<file path="src/rtl/btle_adv_scheduler.sv">
// Advertising-event sequencer: copies one PDU into the PHY octet memory,
// then transmits it on each enabled primary channel (37, 38, 39) in order.
module btle_adv_scheduler #(
  parameter int          CLK_FREQUENCE            = 16_000_000,
  parameter int          CHANNEL_NUMBER_BIT_WIDTH = 6,
  parameter int          CRC_STATE_BIT_WIDTH      = 24,
  parameter int          INTERVAL_WIDTH           = 24,
  parameter int          GAP_CYCLES               = 16000,
  parameter int          TX_TIMEOUT_CYCLES        = 65535,
  parameter logic [7:0]  PREAMBLE                 = 8'hAA
) (
  input  logic                                clk,
  input  logic                                rst,
  input  logic                                adv_enable,
  input  logic [INTERVAL_WIDTH-1:0]           adv_interval_cycles,
  input  logic [2:0]                          adv_chan_map,
  input  logic [5:0]                          pdu_len,
  output logic [5:0]                          pdu_buf_addr,
  input  logic [7:0]                          pdu_buf_data,
  output logic [5:0]                          tx_pdu_octet_mem_addr,
  output logic [7:0]                          tx_pdu_octet_mem_data,
  output logic                                tx_pdu_octet_mem_we,
  output logic [CHANNEL_NUMBER_BIT_WIDTH-1:0] tx_channel_number,
  output logic [31:0]                         tx_access_address,
  output logic [CRC_STATE_BIT_WIDTH-1:0]      tx_crc_state_init_bit,
  output logic [7:0]                          tx_preamble,
  output logic                                tx_start,
  input  logic                                tx_iq_valid_last,
  output logic                                adv_busy,
  output logic                                event_done,
  output logic                                tx_timeout,
  output logic [2:0]                          dbg_state
);

  localparam int CNT_MAX0 = (GAP_CYCLES > TX_TIMEOUT_CYCLES) ? GAP_CYCLES : TX_TIMEOUT_CYCLES;
  localparam int CNT_MAX  = (CNT_MAX0 > 64) ? CNT_MAX0 : 64;
  localparam int CNT_W    = $clog2(CNT_MAX + 1);

  typedef enum logic [2:0] {
    IDLE          = 3'd0,
    LOAD          = 3'd1,
    CONFIG        = 3'd2,
    START         = 3'd3,
    WAIT_TX       = 3'd4,
    GAP           = 3'd5,
    WAIT_INTERVAL = 3'd6
  } state_t;

  state_t                        state_q, state_d;
  logic [INTERVAL_WIDTH-1:0]     int_cnt_q, int_cnt_d;
  logic [CNT_W-1:0]              cnt_q, cnt_d;
  logic [2:0]                    map_q, map_d;
  logic [5:0]                    len_q, len_d;
  logic [1:0]                    idx_q, idx_d;
  logic                          stop_q, stop_d;
  logic [5:0]                    buf_addr_q, buf_addr_d;
  logic [5:0]                    mem_addr_q, mem_addr_d;
  logic                          mem_we_q, mem_we_d;
  logic [CHANNEL_NUMBER_BIT_WIDTH-1:0] chan_q, chan_d;
  logic [31:0]                   aa_q, aa_d;
  logic [CRC_STATE_BIT_WIDTH-1:0] crc_q, crc_d;
  logic [7:0]                    pre_q, pre_d;
  logic                          tx_start_q, tx_start_d;
  logic                          busy_q;
  logic                          done_q, done_d;
  logic                          timeout_q, timeout_d;

  logic       start_event, enter_config, tx_done, timed_out, has_next;
  logic [1:0] first_idx, next_idx;

  always_comb begin
    first_idx = map_q[0] ? 2'd0 : (map_q[1] ? 2'd1 : 2'd2);
    has_next  = 1'b0;
    next_idx  = idx_q;
    if (idx_q == 2'd0 && map_q[1]) begin
      has_next = 1'b1;
      next_idx = 2'd1;
    end else if (idx_q != 2'd2 && map_q[2]) begin
      has_next = 1'b1;
      next_idx = 2'd2;
    end
  end

  // tx_start is a one-cycle request to the PHY; its one-cycle tx_iq_valid_last
  // reply is only sampled in WAIT_TX, so a reply during START is ignored.
  always_comb begin
    state_d      = state_q;
    int_cnt_d    = (state_q != IDLE && int_cnt_q != '0) ? int_cnt_q - INTERVAL_WIDTH'(1) : int_cnt_q;
    cnt_d        = cnt_q;
    map_d        = map_q;
    len_d        = len_q;
    idx_d        = idx_q;
    stop_d       = stop_q;
    buf_addr_d   = buf_addr_q;
    mem_addr_d   = mem_addr_q;
    mem_we_d     = 1'b0;
    tx_start_d   = 1'b0;
    done_d       = 1'b0;
    timeout_d    = 1'b0;
    start_event  = 1'b0;
    enter_config = 1'b0;
    timed_out    = (cnt_q == CNT_W'(TX_TIMEOUT_CYCLES - 1));
    tx_done      = tx_iq_valid_last || timed_out;
    unique case (state_q)
      IDLE: begin
        if (adv_enable && adv_chan_map != 3'b000) start_event = 1'b1;
      end
      LOAD: begin
        if (!adv_enable) begin
          state_d = IDLE;
        end else if (cnt_q == CNT_W'(len_q)) begin
          state_d      = CONFIG;
          idx_d        = first_idx;
          enter_config = 1'b1;
        end else begin
          // The octet for address cnt_q arrives next cycle; write it then.
          mem_we_d   = 1'b1;
          mem_addr_d = cnt_q[5:0];
          cnt_d      = cnt_q + CNT_W'(1);
          if (cnt_q + CNT_W'(1) < CNT_W'(len_q)) buf_addr_d = cnt_q[5:0] + 6'd1;
        end
      end
      CONFIG: begin
        state_d    = START;
        tx_start_d = 1'b1;
        if (!adv_enable) stop_d = 1'b1;
      end
      START: begin
        state_d = WAIT_TX;
        cnt_d   = '0;
        if (!adv_enable) stop_d = 1'b1;
      end
      WAIT_TX: begin
        if (tx_done) begin
          timeout_d = !tx_iq_valid_last;
          cnt_d     = '0;
          if (stop_q || !adv_enable) begin
            state_d = IDLE;
            done_d  = 1'b1;
          end else if (has_next) begin
            state_d = GAP;
          end else begin
            state_d = WAIT_INTERVAL;
            done_d  = 1'b1;
          end
        end else begin
          cnt_d = cnt_q + CNT_W'(1);
        end
      end
      GAP: begin
        if (!adv_enable) begin
          state_d = IDLE;
        end else if (cnt_q == CNT_W'(GAP_CYCLES - 1)) begin
          state_d      = CONFIG;
          idx_d        = next_idx;
          enter_config = 1'b1;
        end else begin
          cnt_d = cnt_q + CNT_W'(1);
        end
      end
      WAIT_INTERVAL: begin
        if (!adv_enable) state_d = IDLE;
        else if (int_cnt_q == '0) begin
          if (adv_chan_map != 3'b000) start_event = 1'b1;
          else state_d = IDLE;
        end
      end
      default: state_d = IDLE;
    endcase
    if (start_event) begin
      state_d    = LOAD;
      map_d      = adv_chan_map;
      len_d      = (pdu_len == 6'd0) ? 6'd1 : pdu_len;
      int_cnt_d  = adv_interval_cycles - INTERVAL_WIDTH'(1);
      cnt_d      = '0;
      buf_addr_d = 6'd0;
      stop_d     = 1'b0;
    end
  end

  always_comb begin
    chan_d = chan_q;
    aa_d   = aa_q;
    crc_d  = crc_q;
    pre_d  = pre_q;
    if (enter_config) begin
      chan_d = CHANNEL_NUMBER_BIT_WIDTH'(37) + CHANNEL_NUMBER_BIT_WIDTH'(idx_d);
      aa_d   = 32'h8E89BED6;
      crc_d  = CRC_STATE_BIT_WIDTH'(24'h555555);
      pre_d  = PREAMBLE;
    end
  end

  always_ff @(posedge clk) begin
    if (rst) begin
      state_q    <= IDLE;
      int_cnt_q  <= '0;
      cnt_q      <= '0;
      map_q      <= '0;
      len_q      <= '0;
      idx_q      <= '0;
      stop_q     <= 1'b0;
      buf_addr_q <= '0;
      mem_addr_q <= '0;
      mem_we_q   <= 1'b0;
      chan_q     <= '0;
      aa_q       <= '0;
      crc_q      <= '0;
      pre_q      <= '0;
      tx_start_q <= 1'b0;
      busy_q     <= 1'b0;
      done_q     <= 1'b0;
      timeout_q  <= 1'b0;
    end else begin
      state_q    <= state_d;
      int_cnt_q  <= int_cnt_d;
      cnt_q      <= cnt_d;
      map_q      <= map_d;
      len_q      <= len_d;
      idx_q      <= idx_d;
      stop_q     <= stop_d;
      buf_addr_q <= buf_addr_d;
      mem_addr_q <= mem_addr_d;
      mem_we_q   <= mem_we_d;
      chan_q     <= chan_d;
      aa_q       <= aa_d;
      crc_q      <= crc_d;
      pre_q      <= pre_d;
      tx_start_q <= tx_start_d;
      busy_q     <= (state_d != IDLE);
      done_q     <= done_d;
      timeout_q  <= timeout_d;
    end
  end

  // Octet data comes straight from the buffer's registered read port.
  assign tx_pdu_octet_mem_data = mem_we_q ? pdu_buf_data : 8'd0;
  assign tx_pdu_octet_mem_addr = mem_addr_q;
  assign tx_pdu_octet_mem_we   = mem_we_q;
  assign pdu_buf_addr          = buf_addr_q;
  assign tx_channel_number     = chan_q;
  assign tx_access_address     = aa_q;
  assign tx_crc_state_init_bit = crc_q;
  assign tx_preamble           = pre_q;
  assign tx_start              = tx_start_q;
  assign adv_busy              = busy_q;
  assign event_done            = done_q;
  assign tx_timeout            = timeout_q;
  assign dbg_state             = state_q;

endmodule

</file>
<file path="config.mk">
export PLATFORM = sky130hd
export DESIGN_NAME = btle_adv_scheduler
export DESIGN_NICKNAME = d
export VERILOG_FILES = /design/src/rtl/btle_adv_scheduler.sv
export SDC_FILE = /design/constraint.sdc
export NUM_CORES = 1
export LEC_CHECK = 0
export ABC_AREA = 1
export CORE_ASPECT_RATIO = 0.5
export CORE_MARGIN = 8
export CORE_UTILIZATION = 45
export DETAILED_ROUTE_END_ITERATION = 16
export PLACE_DENSITY = 0.75
export SLEW_MARGIN = 15
export SYNTH_ARGS = -nofsm -noshare
export SYNTH_HDL_FRONTEND = slang
export SYNTH_SLANG_ARGS = --single-unit
export TNS_END_PERCENT = 50
</file>
<file path="constraint.sdc">
create_clock -name clk -period 4.8 [get_ports clk]
set_input_delay 0.48 -clock clk [delete_from_list [all_inputs] [get_ports clk]]
set_output_delay 0.48 -clock clk [all_outputs]
set_load 0.03 [all_outputs]
</file>
# Word level (Yosys, flattened, before mapping)
# Cells that the tools add are included.
[op_classes]
reduce_logical = 26
add_sub_neg = 5
magnitude_cmp = 1
n_shift = 0
div = 0
mux = 47
mul = 0
bitwise_logic = 5
eq_ne = 14
[op_table]
columns = ["cell", "count"]
rows = [
  ["16-bit two-way mux", 5],
  ["16-bit case mux with 4 select lines", 1],
  ["24-bit two-way mux", 2],
  ["24-bit by 1-bit subtractor with 24-bit output, second input constant", 2],
  ["3-bit two-way mux", 10],
  ["24-bit zero test", 1],
  ["24-bit nonzero test", 1],
  ["3-bit case mux with 7 select lines", 1],
  ["2-bit two-way mux", 9],
  ["16-bit by 1-bit adder with 16-bit output, second input constant", 1],
  ["16-bit by 14-bit == test with 1-bit output, second input constant", 1],
  ["16-bit == test, second input constant", 1],
  ["16-bit by 6-bit == test with 1-bit output", 1],
  ["16-bit by 6-bit less-than comparator with 1-bit output", 1],
  ["1-bit two-way mux", 14],
  ["2-bit inequality test, second input constant", 5],
  ["3-bit == test, second input constant", 3],
  ["3-bit nonzero test", 3],
  ["8-bit two-way mux", 1],
  ["6-bit by 1-bit adder with 6-bit output, second input constant", 1],
  ["6-bit by 2-bit adder with 6-bit output, first input constant", 1],
  ["3-bit by 2-bit == test with 1-bit output, second input constant", 2],
  ["6-bit zero test", 1],
  ["6-bit two-way mux", 1],
  ["other kinds (17)", 29],
]
[totals]
n_memories = 0
output_inout_bits = 98
input_bits = 45
ramBits = 0
reg_bits = 81
latch_bits = 0
elab_cells = 116
romBits = 0

# Longest topological paths before layout
[depth]
word_depth = 10
mapped_depth = 19
depth_no_buf = 18

# Worst setup path after synthesis
# Ideal clock, no wire load.
[synth_timing]
path_kind = "reg2reg"
startpoint = "register state_q[2], in the netlist dbg_state[2]"
endpoint = "register int_cnt_q[18]"
path_buffers = 2
setup_ps = 109
period_less_slack_ps = 2629
stages_incl_launch_ff = 19
arrival_ps = 2520
path_slack_ps = 2171
path_cell_list = "dfxtp_1 -> buf_4 -> nand2_1 -> nor2_1 -> nor2_1 -> nor3_4 -> nand2_4 -> buf_4 -> o21ai_2 -> ha_1 -> inv_1 -> nor2_1 -> nand2_1 -> nor2_1 -> nand2_1 -> nand2_1 -> nand3_1 -> nand2_1 -> inv_1"
[synth_between]
elab_chain_cells = 3
elab_cells_between_ends = 7
cone_classes = "1 x eq/ne; 2 x mux; 4 x reduce/logical"
[synth_rtl]
columns = ["element", "line_no", "rtl"]
rows = [
  ["start: declaration", "49", "state_t state_q, state_d;"],
  ["start signal: assignment", "215", "state_q <= state_d;"],
  ["3-bit == test (tied with other cells)", "104", "unique case (state_q)"],
  ["1-bit case mux with 2 select lines or 1-bit logical AND (tied branches)", "104, 88", ""],
  ["24-bit two-way mux or 2-bit nonzero test (tied branches)", "--", ""],
  ["end signal: assignment", "216", "int_cnt_q <= int_cnt_d;"],
  ["end: declaration", "50", "logic [INTERVAL_WIDTH-1:0] int_cnt_q, int_cnt_d;"],
]
# Parallel ways exist; a longest one is shown, timed or not.
# A chain may end at the register's enable or synchronous reset.

# Final worst setup path
[layout_timing]
startpoint = "register int_cnt_q[12]"
endpoint = "register int_cnt_q[18]"
[layout_between]
elab_chain_cells = 5
elab_cells_between_ends = 10
cone_classes = "1 x add/sub; 5 x mux; 4 x reduce/logical"
[layout_rtl]
columns = ["element"]
rows = [
  ["branches (longest 5 deep; another with 24-bit by 1-bit subtractor with 24-bit output)"],
]
# Parallel ways; which one is timed is not known. The select of a mux whose other input is x is not followed.

==> results_dict.tcl <==
set metrics [dict create \
    syn_area_mm2 0.00552 \
    hold_viol 0 \
    p_leak_nw 3.18 \
    worstPathRequired_ns 5.05 \
    dp_cells 1109 \
    synthFlopType "dfxtp_1" \
    p_sw_mw 0.908 \
    swShare 0.375 \
    cts.sinks 77 \
    synth_xor_area_frac 0.0302 \
    ys_seq_elements 77 \
    syn-instance-count 892 \
    htreeDepth 3 \
    crit_arrival_ns 3.40 \
    rows 28 \
    crit_top_cell "nand2_1" \
    cts_buffers 9 \
    die_area_mm2 0.0163 \
    initial_core_util 0.464 \
    synth_top_cell_by_area "dfxtp_1" \
    drtIter0Drc 397 \
    wl_per_cell_um 13.6 \
    final_cell_mix "nand2_1 (216), inv_1 (134), clkdlybuf4s50_1 (111)" \
    overflow 0 \
    dp_hpwl_mm 11.6 \
    tns_ns 0 \
    p_per_area_mw_per_mm2 362 \
    crit_path_start_kind "register" \
    pwr-share-seq 0.316 \
    grtUsageTotal 0.188 \
    peakVddDrop_mv 0.208 \
    synth_top_area_share 0.279 \
    diodes 0 \
    synth-simple-area-share 0.341 \
    ant_nets 0 \
    setup_viol 0 \
    die_h_um 94.3 \
    outcome "finished, final reports clean" \
    drive_gt1_frac 0.0344 \
    postCtsHoldBufs 0 \
    yosysSeqAreaShare 0.279 \
    firstDrtPassIters 4 \
    path_cells "nor2_1 -> nand2_1 -> nor2_1 -> nand3_1 -> nand2_1 -> buf_4 -> nand2_4 -> o21ai_2 -> ha_1 -> inv_1 -> nor2_1 -> nand2_1 -> nor2_1 -> nand2_1 -> nand2_1 -> nand3_1 -> nand2_1 -> inv_1" \
    relSlewSlack 0.333 \
    insertion_delay_ns 0.34 \
    intPower_mw 1.51 \
    endpoint_kind "register" \
    ys_types 41 \
    io_pins 143 \
    final_cells 1125 \
    dr_total_vias 5471 \
    fmax_ghz 0.318 \
    hold_path_class "reg -> reg" \
    synth-compound-area-share 0.118 \
    cts_tree "yes" \
    final_common_cell "nand2_1" \
    root_buffer "clkbuf_16" \
    min_period_ns 3.15 \
    p_clk_frac 0.324 \
    tightest_slew_ns 0.999 \
    post_cts_buffers 0 \
    drv_slew 0 \
    rsz0062_at_grt "no" \
    antenna_found_initial 0 \
    clockBufferDepth 2 \
    synth-edff-count 0 \
    synth_top_family_by_area "simple AND/OR/NAND/NOR gates" \
    grt_pass1_vias 5330 \
    p_comb_frac 0.360 \
    finClkSkew_ns 0.00557 \
    critPathMaxStageDelay_ns 0.38 \
    worst-setup-path-type "reg -> reg" \
    gp_congestion 0.949 \
    synth_warnings 0 \
    viasPerCell 4.86 \
    route.detailed.drc 0 \
    areaGrowthSynthToFinish_pct 21.3 \
    synthAdderAreaFrac 0.0227 \
    post-route-period-util 0.656 \
    grt_max_degree 54 \
    muxShareOfSynthArea 0 \
    synth.area.top_cells "dfxtp_1 (28%), nand2_1 (15%), buf_4 (9.3%)" \
    slowest_stage "nand2_4" \
    max_cap_viol_count 0 \
    nets 1010 \
    clkTransAtPathRegs_ns 0.06 \
    die_x_um 173 \
    post_cts_resized 0 \
    wl_mm 15.3 \
    crit_fanout 53 \
    core_mm2 0.0119 \
    hold_ws_ns 0.444 \
    async_reset_ff_frac 0 \
    grt_pass1_wl_mm 25.6 \
    io_buffers 111 \
    syn_avg_cell_area_um2 6.18 \
]
[synth_stat cells (all sizes together) (2+ instances only)]
master / n
xor2: 12
nand4: 5
nand2: 218
a21oi: 44
buf: 80
xnor2: 7
a211oi: 2
o211ai: 4
ha: 10
and2: 2
o21bai: 4
o31ai: 2
o21ai: 54
nor3: 14
nor4: 4
clkinv: 2
nand3: 63
or2: 3
inv: 134
clkbuf: 14
nand3b: 18
a22oi: 4
nor2: 107
dfxtp: 77
[per-layer routing]
layer / up-vias / track usage / part of all wire
met5: - / 0 / 0
met4: 0 / 0.0625 / 0.011
met3: 16 / 0.0554 / 0.074
met2: 172 / 0.322 / 0.46
met1: 2458 / 0.227 / 0.46
li1: 2825 / - / -
[stage by stage]
step | setup WS [ns] | power (mW) | util | area [um2]
2_1_floorplan | 2.17 | 1.44 | - | 5630
3_3_place_gp | 1.45 | 1.63 | 0.535 | 6350
3_5_place_dp | 1.39 | 1.64 | 0.535 | 6350
4_1_cts | 1.67 | 2.43 | 0.563 | 6690
5_1_grt | 1.36 | 2.58 | 0.563 | 6690
6_report | 1.65 | 2.42 | 0.563 | 6690
[power groups by stage]
| stage | clock network [mW] | logic [mW] | registers [mW] |
|---|---|---|---|
| after floorplan | 0 | 0.649 | 0.789 |
| after global placement | 0 | 0.854 | 0.776 |
| after detailed placement | 0 | 0.858 | 0.778 |
| after CTS | 0.801 | 0.866 | 0.765 |
| after global routing | 0.827 | 0.980 | 0.776 |
| final | 0.785 | 0.871 | 0.765 |
[final cells by class]
type                       count  area [um2]
clock buffer                  10         229
clock inverter                 6         111
fill                        1202        5190
inverter                     136         510
multi-input combinational    615        2940
sequential                    77        1540
tap                          165         206
timing repair buffer         116        1150
[worst max-delay path: cells and delay by family, from the launching register on]
family / cells / cell delay [ns]
buffers and inverters: 3 / 0.40
AO/OA/AOI/OAI: 1 / 0.28
adder cells (fa/ha/maj): 1 / 0.20
flip-flops: 1 / 0.33
AND/OR/NAND/NOR: 13 / 1.81
[cells by family (layout without fill, tap and decap cells)]
kind of cell | Yosys count | count (layout)
adders and majority gates | 10 | 10
other | 1 | 31
AOI/OAI and AO/OA | 119 | 119
buffers and inverters | 230 | 268
xor gates and xnor gates | 19 | 19
and+or+nand+nor | 436 | 436
DFF | 77 | 77
[registers in the layout (all words and copies together) (netlist names), 3 cells and up]
signal,count
int_cnt_q,24
tx_channel_number,4
tx_pdu_octet_mem_addr,6
dbg_state,3
cnt_q,16
map_q,3
pdu_buf_addr,6
len_q,6
[worst paths after layout]
path | start | endpoint | slack (ns) | cells after the start
worst min register to register | tx_pdu_octet_mem_addr[1] | tx_pdu_octet_mem_addr[1] | 0.44 | 2
worst max register to register | int_cnt_q[12] | int_cnt_q[18] | 1.65 | 18
worst max-delay path | int_cnt_q[12] | int_cnt_q[18] | 1.65 | 18
worst min-delay path | tx_pdu_octet_mem_addr[1] | tx_pdu_octet_mem_addr[1] | 0.44 | 2
No activity file was read; power rests on OpenSTA's default activity.
